`config.mk`:
```
export PLATFORM = sky130hd
export DESIGN_NAME = rom_programmer
export DESIGN_NICKNAME = d
export VERILOG_FILES = /design/src/rtl/rom_prog_pkg.sv /design/src/rtl/rom_prog_timer.sv /design/src/rtl/rom_programmer.sv
export SDC_FILE = /design/constraint.sdc
export NUM_CORES = 1
export LEC_CHECK = 0
export BUFFER_PORTS_ARGS = -buffer_cell sky130_fd_sc_hd__buf_2
export CORE_ASPECT_RATIO = 1.4
export CORE_MARGIN = 2
export CORE_UTILIZATION = 30
export DETAILED_ROUTE_END_ITERATION = 8
export PLACE_DENSITY_LB_ADDON = 0.05
export SYNTH_ARGS = -nofsm -noshare
export SYNTH_HDL_FRONTEND = slang
export SYNTH_HIERARCHICAL = 1
export SYNTH_SLANG_ARGS = --single-unit
```
`constraint.sdc`:
```
create_clock -name clk -period 5.8 [get_ports clk]
set_input_delay 1.45 -clock clk [delete_from_list [all_inputs] [get_ports clk]]
set_output_delay 1.45 -clock clk [all_outputs]
set_load 0.005 [all_outputs]
```
`src/rtl/rom_prog_pkg.sv`:
```
// Shared types, pin constants, chip presets and helpers for the bipolar PROM
// programming sequencer.
package rom_prog_pkg;

    typedef enum logic [2:0] {
        ST_IDLE,
        ST_SETTLE,
        ST_SAMPLE,
        ST_PULSE,
        ST_RECOVER,
        ST_RESPOND
    } state_e;

    // V1..V4 supply selects, bit0 = V1
    localparam logic [3:0] OP_READ = 4'b1100;
    localparam logic [3:0] OP_PROG = 4'b0011;

    localparam logic [1:0] STATUS_OK        = 2'd0;
    localparam logic [1:0] STATUS_BAD_ADDR  = 2'd1;
    localparam logic [1:0] STATUS_OVERBLOWN = 2'd2;
    localparam logic [1:0] STATUS_NO_BURN   = 2'd3;

    localparam int P3604_DATA_WIDTH    = 8;
    localparam int P3604_ADDRESS_WIDTH = 9;
    localparam int P3604_MAX_ADDRESS   = 511;
    localparam int P3601_DATA_WIDTH    = 4;
    localparam int P3601_ADDRESS_WIDTH = 8;
    localparam int P3601_MAX_ADDRESS   = 255;

    // Index of the lowest set bit; 0 when nothing is set.
    function automatic logic [3:0] lowest_set_bit(input logic [15:0] v);
        lowest_set_bit = 4'd0;
        for (int i = 15; i >= 0; i--) begin
            if (v[i]) lowest_set_bit = 4'(i);
        end
    endfunction

    function automatic int max3(input int a, input int b, input int c);
        int m;
        m = (a > b) ? a : b;
        return (m > c) ? m : c;
    endfunction

endpackage

```
`src/rtl/rom_prog_timer.sv`:
```
// Loadable down-counter with a terminal-count flag; one instance times the
// settle, pulse and recover windows.
module rom_prog_timer #(
    parameter int WIDTH = 8
) (
    input  logic             clk,
    input  logic             reset_n,
    input  logic             load_i,
    input  logic [WIDTH-1:0] value_i,
    output logic             zero_o
);

    logic [WIDTH-1:0] count_q;

    always_ff @(posedge clk) begin
        if (!reset_n) begin
            count_q <= '0;
        end else if (load_i) begin
            count_q <= value_i;
        end else if (count_q != '0) begin
            count_q <= count_q - 1'b1;
        end
    end

    assign zero_o = (count_q == '0);

endmodule

```
`src/rtl/rom_programmer.sv`:
```
// Fuse-burning sequencer for 556PT5/556PT4 PROMs: one address/data word per
// command, bit-by-bit pulse and verify, status response.
//   state   | meaning
//   IDLE    | cmd_ready high, waiting for a command
//   SETTLE  | address stable with read op, SETTLE_CYCLES clocks
//   SAMPLE  | capture data_line_in, decide done / fail / next pulse
//   PULSE   | one-hot prog_bit with OP_PROG, PULSE_CYCLES clocks
//   RECOVER | read op, prog_bit low, RECOVER_CYCLES clocks
//   RESPOND | rsp_valid held until rsp_ready
// Latency from the accept edge to rsp_valid is exactly
// (n+1)*(SETTLE_CYCLES+1) + n*(PULSE_CYCLES+RECOVER_CYCLES) clocks for n pulses;
// a bad address raises rsp_valid on the accept edge itself.
module rom_programmer
    import rom_prog_pkg::*;
#(
    parameter int DATA_WIDTH     = P3604_DATA_WIDTH,
    parameter int ADDRESS_WIDTH  = P3604_ADDRESS_WIDTH,
    parameter int MAX_ADDRESS    = P3604_MAX_ADDRESS,
    parameter int SETTLE_CYCLES  = 16,
    parameter int PULSE_CYCLES   = 64,
    parameter int RECOVER_CYCLES = 32,
    parameter int MAX_ATTEMPTS   = 8
) (
    input  logic                     clk,
    input  logic                     reset_n,
    input  logic                     cmd_valid,
    output logic                     cmd_ready,
    input  logic [ADDRESS_WIDTH-1:0] cmd_address,
    input  logic [DATA_WIDTH-1:0]    cmd_data,
    input  logic [DATA_WIDTH-1:0]    data_line_in,
    output logic [3:0]               operation,
    output logic [ADDRESS_WIDTH-1:0] address_line,
    output logic [DATA_WIDTH-1:0]    prog_bit,
    output logic                     rsp_valid,
    input  logic                     rsp_ready,
    output logic [1:0]               rsp_status,
    output logic [DATA_WIDTH-1:0]    rsp_readback
);

    localparam int TW = $clog2(max3(SETTLE_CYCLES, PULSE_CYCLES, RECOVER_CYCLES)) + 1;
    localparam logic [TW-1:0] SETTLE_LOAD  = TW'(SETTLE_CYCLES - 1);
    localparam logic [TW-1:0] PULSE_LOAD   = TW'(PULSE_CYCLES - 1);
    localparam logic [TW-1:0] RECOVER_LOAD = TW'(RECOVER_CYCLES - 1);
    localparam logic [ADDRESS_WIDTH:0] MAX_ADDR_X = (ADDRESS_WIDTH + 1)'(MAX_ADDRESS);

    state_e                   state_q;
    logic [ADDRESS_WIDTH-1:0] address_q;
    logic [DATA_WIDTH-1:0]    target_q;
    logic [DATA_WIDTH-1:0]    prog_q;
    logic [DATA_WIDTH-1:0]    readback_q;
    logic [3:0]               op_q;
    logic [3:0]               attempts_q;
    logic [3:0]               bit_q;
    logic                     bit_valid_q;
    logic                     cmd_ready_q;
    logic                     rsp_valid_q;
    logic [1:0]               status_q;

    logic                     timer_load_d;
    logic [TW-1:0]            timer_value_d;
    logic                     timer_zero;
    logic [DATA_WIDTH-1:0]    over_bits;
    logic [DATA_WIDTH-1:0]    need_bits;
    logic [3:0]               sel_bit;
    logic [3:0]               attempts_d;
    logic                     addr_bad;

    assign over_bits  = data_line_in & ~target_q;
    assign need_bits  = target_q & ~data_line_in;
    assign sel_bit    = lowest_set_bit(16'(need_bits));
    // The retry budget restarts whenever verification moves on to another bit.
    assign attempts_d = (bit_valid_q && sel_bit == bit_q) ? attempts_q : 4'd0;
    assign addr_bad   = {1'b0, cmd_address} > MAX_ADDR_X;

    // Reload the timer with the length of whichever timed state comes next.
    always_comb begin
        timer_load_d  = 1'b0;
        timer_value_d = SETTLE_LOAD;
        case (state_q)
            ST_IDLE:    timer_load_d = 1'b1;
            ST_SAMPLE: begin
                timer_load_d  = 1'b1;
                timer_value_d = PULSE_LOAD;
            end
            ST_PULSE: begin
                timer_load_d  = timer_zero;
                timer_value_d = RECOVER_LOAD;
            end
            ST_RECOVER: timer_load_d = timer_zero;
            default:    timer_load_d = 1'b0;
        endcase
    end

    rom_prog_timer #(.WIDTH(TW)) u_timer (
        .clk     (clk),
        .reset_n (reset_n),
        .load_i  (timer_load_d),
        .value_i (timer_value_d),
        .zero_o  (timer_zero)
    );

    always_ff @(posedge clk) begin
        if (!reset_n) begin
            state_q     <= ST_IDLE;
            address_q   <= '0;
            target_q    <= '0;
            prog_q      <= '0;
            readback_q  <= '0;
            op_q        <= OP_READ;
            attempts_q  <= 4'd0;
            bit_q       <= 4'd0;
            bit_valid_q <= 1'b0;
            cmd_ready_q <= 1'b1;
            rsp_valid_q <= 1'b0;
            status_q    <= STATUS_OK;
        end else begin
            case (state_q)
                ST_IDLE: if (cmd_valid && cmd_ready_q) begin
                    target_q    <= cmd_data;
                    attempts_q  <= 4'd0;
                    bit_valid_q <= 1'b0;
                    cmd_ready_q <= 1'b0;
                    if (addr_bad) begin
                        status_q    <= STATUS_BAD_ADDR;
                        readback_q  <= '0;
                        rsp_valid_q <= 1'b1;
                        state_q     <= ST_RESPOND;
                    end else begin
                        address_q <= cmd_address;
                        state_q   <= ST_SETTLE;
                    end
                end
                ST_SETTLE: if (timer_zero) state_q <= ST_SAMPLE;
                ST_SAMPLE: begin
                    readback_q <= data_line_in;
                    if (over_bits != '0) begin
                        status_q    <= STATUS_OVERBLOWN;
                        rsp_valid_q <= 1'b1;
                        state_q     <= ST_RESPOND;
                    end else if (data_line_in == target_q) begin
                        status_q    <= STATUS_OK;
                        rsp_valid_q <= 1'b1;
                        state_q     <= ST_RESPOND;
                    end else begin
                        bit_q       <= sel_bit;
                        bit_valid_q <= 1'b1;
                        if (attempts_d == 4'(MAX_ATTEMPTS)) begin
                            attempts_q  <= attempts_d;
                            status_q    <= STATUS_NO_BURN;
                            rsp_valid_q <= 1'b1;
                            state_q     <= ST_RESPOND;
                        end else begin
                            attempts_q <= attempts_d + 4'd1;
                            prog_q     <= DATA_WIDTH'(1) << sel_bit;
                            op_q       <= OP_PROG;
                            state_q    <= ST_PULSE;
                        end
                    end
                end
                ST_PULSE: if (timer_zero) begin
                    prog_q  <= '0;
                    op_q    <= OP_READ;
                    state_q <= ST_RECOVER;
                end
                ST_RECOVER: if (timer_zero) state_q <= ST_SETTLE;
                ST_RESPOND: if (rsp_ready) begin
                    rsp_valid_q <= 1'b0;
                    cmd_ready_q <= 1'b1;
                    state_q     <= ST_IDLE;
                end
                default: state_q <= ST_IDLE;
            endcase
        end
    end

    assign cmd_ready    = cmd_ready_q;
    assign operation    = op_q;
    assign address_line = address_q;
    assign prog_bit     = prog_q;
    assign rsp_valid    = rsp_valid_q;
    assign rsp_status   = status_q;
    assign rsp_readback = readback_q;

endmodule

```
==> results of run 1 <==
==> state kept, by name, summed over array words and instances (netlist names), 3 cells and up <==
name	flops
address_line	9
state_q	3
u_timer/count_q	7
prog_bit	8
attempts_q	4
rsp_readback	8
target_q	8
bit_q	3
==> Yosys cell counts (all sizes together), types with 2 or more instances <==
cell type / n
nor3b: 2
dfxtp: 57
nor4b: 2
nand4: 4
or4: 2
nor3: 7
ha: 20
clkbuf: 12
inv: 27
xor2: 2
and2: 4
and3: 2
o21bai: 2
o2bb2ai: 2
nand3: 11
a22o: 2
or3: 3
o21ai: 17
a221oi: 2
o31ai: 4
nor4: 3
a32o: 2
a31oi: 4
a21o: 2
nand2: 78
nand2b: 3
conb: 2
a21oi: 39
nor2b: 3
xnor2: 4
nor2: 28
buf: 5
==> tightest hold or removal path, cell delays in order, from the launching register on <==
cell     delay (ns)
dfxtp_1        0.30
nand2_1        0.05
o21ai_1        0.05
==> kinds of logic (layout without fill, tap and decap cells) <==
group                    Yosys count  in the layout  share of synthesized area (%)
multiplexers                       1              1                         0.5105
other                              2              5                         0.2554
AND/OR/NAND/NOR                  154            154                          24.81
flip-flops                        57             57                          38.81
AO/OA/AOI/OAI                     86             86                          18.98
buffers and inverters             45            107                          6.340
adder cells (fa/ha/maj)           20             20                          8.511
XOR/XNOR                           6              6                          1.787
==> layout make-up <==
class / count / area [sq um]
Fill cell: 1002 / 5874
Multi-Input combinational cell: 272 / 1630
Sequential cell: 57 / 1141
Timing Repair Buffer: 63 / 320.3
Clock buffer: 13 / 260.3
Tap cell: 132 / 165.2
Inverter: 28 / 105.1
Clock inverter: 3 / 15.01
==> cell usage in the layout, fill, tap and decap left out, types with 3 or more instances in the layout <==
cell type	count
a21oi_1	37
a31oi_1	4
and2_1	4
buf_2	61
clkbuf_16	9
clkinv_2	3
conb_1	5
dfxtp_1	57
ha_1	20
inv_1	27
nand2_1	77
nand2b_1	3
nand3_1	11
nand4_1	4
nor2_1	28
nor3_1	6
o21ai_0	10
o21ai_1	6
o31ai_1	4
xnor2_1	4
==> path summary, 6_finish.rpt <==
path | from | endpoint | slack, ns | cells past startpoint
worst max register to register | target_q[7]$_SDFFE_PN0P_ | prog_bit[4]$_SDFFE_PN0P_ | 2.14 | 12
worst min register to register | prog_bit[6]$_SDFFE_PN0P_ | prog_bit[6]$_SDFFE_PN0P_ | 0.45 | 2
worst min-delay path | prog_bit[6]$_SDFFE_PN0P_ | prog_bit[6]$_SDFFE_PN0P_ | 0.45 | 2
worst max-delay path | data_line_in[7] | prog_bit[4]$_SDFFE_PN0P_ | 1.19 | 14
==> through the flow <==
step | cell area [sq um] | cells | utilization, % | setup slack (ns)
floorplan | 2952 | 374 | - | 1.530
global placement | 3362 | 552 | 35.35 | 0.8896
detailed placement | 3362 | 552 | 35.35 | 0.8096
CTS | 3637 | 568 | 38.24 | 1.166
global route | 3637 | 568 | 38.24 | 0.9127
finish | 3637 | 568 | 38.24 | 1.185
==> metal layers <==
metal  vias up  share of wire (%)  global-route usage, %
met2        59                 50                  26.37
met5         -                  0                      0
met3        12                3.9                  3.401
li1       1373                  -                      -
met4         0                2.7                  8.942
met1      1228                 43                  16.77
==> power breakdown <==
group,switching [W],internal [W],leakage (nW)
registers,0.0000267,0.000422,0.463
logic,0.000142,0.000104,1.00
clock network,0.000179,0.000310,0.139
total,0.000348,0.000835,1.61
==> flow_summary.json, run 1 <==
{
  "status": "finished clean",
  "nets": 480,
  "cts_made_buffers": 9,
  "antenna_found_initial": 0,
  "cp_num_buf_inv": 2,
  "gp_congestion": 0.7537,
  "ys.flop_type": "dfxtp_1",
  "clockBufferDepth": 2,
  "synth_cell_type_count": 58,
  "boundaryPins": 62,
  "routed_wirelength_mm": 7.703,
  "via_per_inst": 4.704,
  "relSlewSlack_pct": 21.77,
  "fin_crit_ns": 4.615,
  "first_global_vias": 2528,
  "rsz0062_at_grt": "false",
  "postSynthAreaPerCell_sq_um": 7.925,
  "synth_top_area_cell": "dfxtp_1",
  "layout-drive-gt1-share_pct": 20.87,
  "path_cells": "buf_2 > inv_1 > ha_1 > or4_4 > nor4b_4 > a21oi_2 > a2111oi_4 > nand2_1 > ha_1 > nand2_1 > nor2_1 > a21oi_2 > nor2b_2 > a22o_1",
  "hold_viol": 0,
  "fin_crit_sh_pct": 79.57,
  "fp.dieW_um": 87.67,
  "grt_pass1_wl_mm": 12.21,
  "leakage_nw": 1.605,
  "area_growth_syn_to_layout_pct": 23.70,
  "drv_cap": 0,
  "p_total_w": 0.001183,
  "setup_tns_ns": 0,
  "grt_usage_pct": 15.28,
  "drt_first_pass_iters": 4,
  "dp_hpwl_mm": 5.657,
  "initial_core_util_pct": 30.91,
  "slew_violations": 0,
  "cp.required_ns": 6.03,
  "crit_family": "compound AO/OA/AOI/OAI gates",
  "synthArstFlopShare_pct": 0,
  "post-cts-setup-buffers": 0,
  "core_area_sq_um": 9512,
  "synthCells": 371,
  "portBuffers": 61,
  "die_h_um": 121.1,
  "cts-htree-levels": 3,
  "cp_slowest_cell": "a2111oi_4",
  "cts_tree": "built",
  "cts.sinks": 57,
  "synth_edf_count": 0,
  "dieArea_sq_um": 10620,
  "worstSetupPathType": "in2reg",
  "synth-seq-area-share_pct": 38.81,
  "ant_nets": 0,
  "grt_max_degree": 39,
  "crit_fanout": 12,
  "cts_resized": 0,
  "powerDensity_nw_per_um2": 325.2,
  "setup_violations": 0,
  "clkTransAtPathRegs_ns": 0.05,
  "min_path_type": "reg2reg",
  "core.rowCount": 42,
  "yosys.area.top_type_share_pct": 38.81,
  "ys.warnings.count": 6,
  "cp_slowest_stage_delay_ns": 0.68,
  "ys_ff_latch": 57,
  "ys_top_cells_by_area": "dfxtp_1 (39%), nand2_1 (9.8%), ha_1 (8.5%)",
  "drt_iter0_markers": 102,
  "critPathLaunchType": "input port",
  "timing.hold.ws_ns": 0.4457,
  "worst_pin_slew_ns": 1.165,
  "arrival_ns": 4.84,
  "fmax_mhz": 216.7,
  "avgRoutedWirePerCell_um": 13.56,
  "syn_area_sq_um": 2940,
  "clock_latency_ns": 0.33,
  "num_vias": 2672,
  "root_buffer": "clkbuf_16",
  "finClkSkew_ns": 0.004221,
  "diodes": 0,
  "ctsHoldBuffers": 0,
  "vdd_drop_max_uv": 168.0,
  "critPathCaptureType": "register",
  "drc": 0,
  "grt_overflow": 0
}
Note: power is estimated with default switching activity, not from simulation.
==> run 2: changes to the inputs <==
==> constraint.sdc (replaced) <==
create_clock -name clk -period 4.45 [get_ports clk]
set_input_delay 1.1125 -clock clk [delete_from_list [all_inputs] [get_ports clk]]
set_output_delay 1.1125 -clock clk [all_outputs]
set_load 0.005 [all_outputs]
==> flow_summary.json, run 2 (same netlist as run 1, synthesis figures left out) <==
{
  "status": "finished clean",
  "initial_core_util_pct": 30.91,
  "dieArea_sq_um": 10620,
  "rsz0062_at_grt": "false",
  "grt_overflow": 0,
  "min_path_type": "reg2reg",
  "fin_crit_sh_pct": 82.53,
  "critPathLaunchType": "input port",
  "setup_violations": 0,
  "largest_register_ffs": 9,
  "path_cells": "buf_2 > inv_1 > ha_1 > or4_4 > nor4b_4 > a21oi_2 > a2111oi_4 > nand2_1 > ha_1 > nand2_1 > nor2_1 > a21oi_2 > buf_4 > a211oi_1 > nor3_1",
  "core.rowCount": 42,
  "fp.dieW_um": 87.67,
  "post-cts-setup-buffers": 0,
  "first_global_vias": 2592,
  "root_buffer": "clkbuf_16",
  "powerDensity_nw_per_um2": 434.8,
  "dp_hpwl_mm": 5.864,
  "arrival_ns": 3.92,
  "clock_latency_ns": 0.33,
  "slew_violations": 0,
  "instances_no_fill": 571,
  "num_vias": 2711,
  "boundaryPins": 62,
  "die_h_um": 121.1,
  "via_per_inst": 4.748,
  "cp_slowest_cell": "or4_4",
  "p_total_w": 0.001608,
  "relSlewSlack_pct": 55.54,
  "worstSetupPathType": "in2reg",
  "cts_tree": "built",
  "fin_crit_ns": 3.672,
  "grt_max_degree": 38,
  "cts_made_buffers": 9,
  "leakage_nw": 1.640,
  "timing.hold.ws_ns": 0.4455,
  "cp_slowest_stage_delay_ns": 0.53,
  "worst_pin_slew_ns": 0.6625,
  "drv_cap": 0,
  "drc": 0,
  "antenna_found_initial": 0,
  "gp_congestion": 0.7828,
  "grt_pass1_wl_mm": 12.58,
  "crit_fanout": 11,
  "cts.sinks": 57,
  "cts-htree-levels": 3,
  "portBuffers": 61,
  "final_common_cell": "nand2_1",
  "ant_nets": 0,
  "clkTransAtPathRegs_ns": 0.05,
  "cp.required_ns": 4.70,
  "ctsHoldBuffers": 0,
  "nets": 483,
  "finClkSkew_ns": 0.008479,
  "core_area_sq_um": 9512,
  "hold_viol": 0,
  "drt_iter0_markers": 82,
  "clockBufferDepth": 2,
  "grt_usage_pct": 15.64,
  "layout-drive-gt1-share_pct": 21.87,
  "dp_cells": 555,
  "most-common-layout-cells": "nand2_1 (77), buf_2 (61), dfxtp_1 (57)",
  "routed_wirelength_mm": 7.864,
  "fmax_mhz": 272.3,
  "cts_resized": 0,
  "avgRoutedWirePerCell_um": 13.77,
  "area_growth_syn_to_layout_pct": 25.74,
  "vdd_drop_max_uv": 224.7,
  "drt_first_pass_iters": 4,
  "critPathCaptureType": "register",
  "diodes": 0,
  "setup_tns_ns": 0
}
==> run 2: cell count changes in the layout (fill, tap and decap cells not counted) <==
cell,previous run,this run
clkbuf_8,2,6
buf_4,2,5
clkbuf_1,2,0
clkinv_2,3,1
==> run 2: path summary, 6_finish.rpt <==
check | cells after the start | end | slack [ns] | start
setup reg to reg | 13 | state_q[1]$_SDFFE_PN0P_ | 1.40 | target_q[5]$_SDFFE_PN0P_
setup / recovery | 15 | state_q[1]$_SDFFE_PN0P_ | 0.78 | data_line_in[5]
hold / removal | 2 | prog_bit[2]$_SDFFE_PN0P_ | 0.45 | prog_bit[2]$_SDFFE_PN0P_
hold reg to reg | 2 | prog_bit[2]$_SDFFE_PN0P_ | 0.45 | prog_bit[2]$_SDFFE_PN0P_
==> run 2: final cells by class <==
| type | instances | area [sq um] |
|---|---|---|
| well taps | 132 | 165.2 |
| flip-flops and latches | 57 | 1141 |
| clock inverters | 1 | 5.005 |
| repair buffers | 66 | 342.8 |
| multi-input cells | 272 | 1630 |
| inverters | 28 | 105.1 |
| clock buffers | 15 | 307.8 |
| fillers | 1022 | 5814 |
==> run 2: per-layer routing <==
metal	GRT usage [%]	vias up	share of wire (%)
met5	0	-	0
met4	8.654	0	2.2
met3	2.381	10	4.0
met2	27.37	61	51
met1	17.72	1251	43
li1	-	1389	-
==> run 2: stage by stage <==
step                util [%]  instance area, sq um  setup WS, ns
floorplan                  -                  2952        0.5178
global placement       35.58                  3385        0.5171
detailed placement     35.58                  3385        0.4242
CTS                    38.87                  3697        0.7643
global route           38.87                  3697        0.5299
finish                 38.87                  3697        0.7776
==> run 2: critical path: cells and delay by family <==
family,cells,cell delay [ns]
AOI/OAI and AO/OA,4,0.74
and+or+nand+nor,6,1.25
buffers and inverters,3,0.36
adders and majority gates,2,0.46
==> run 2: power by group <==
group	internal (W)	leakage, nW	switching, W	total [W]
combinational	0.000135	1.02	0.000186	0.000321
sequential	0.000549	0.463	0.0000356	0.000585
clock	0.000467	0.158	0.000235	0.000702
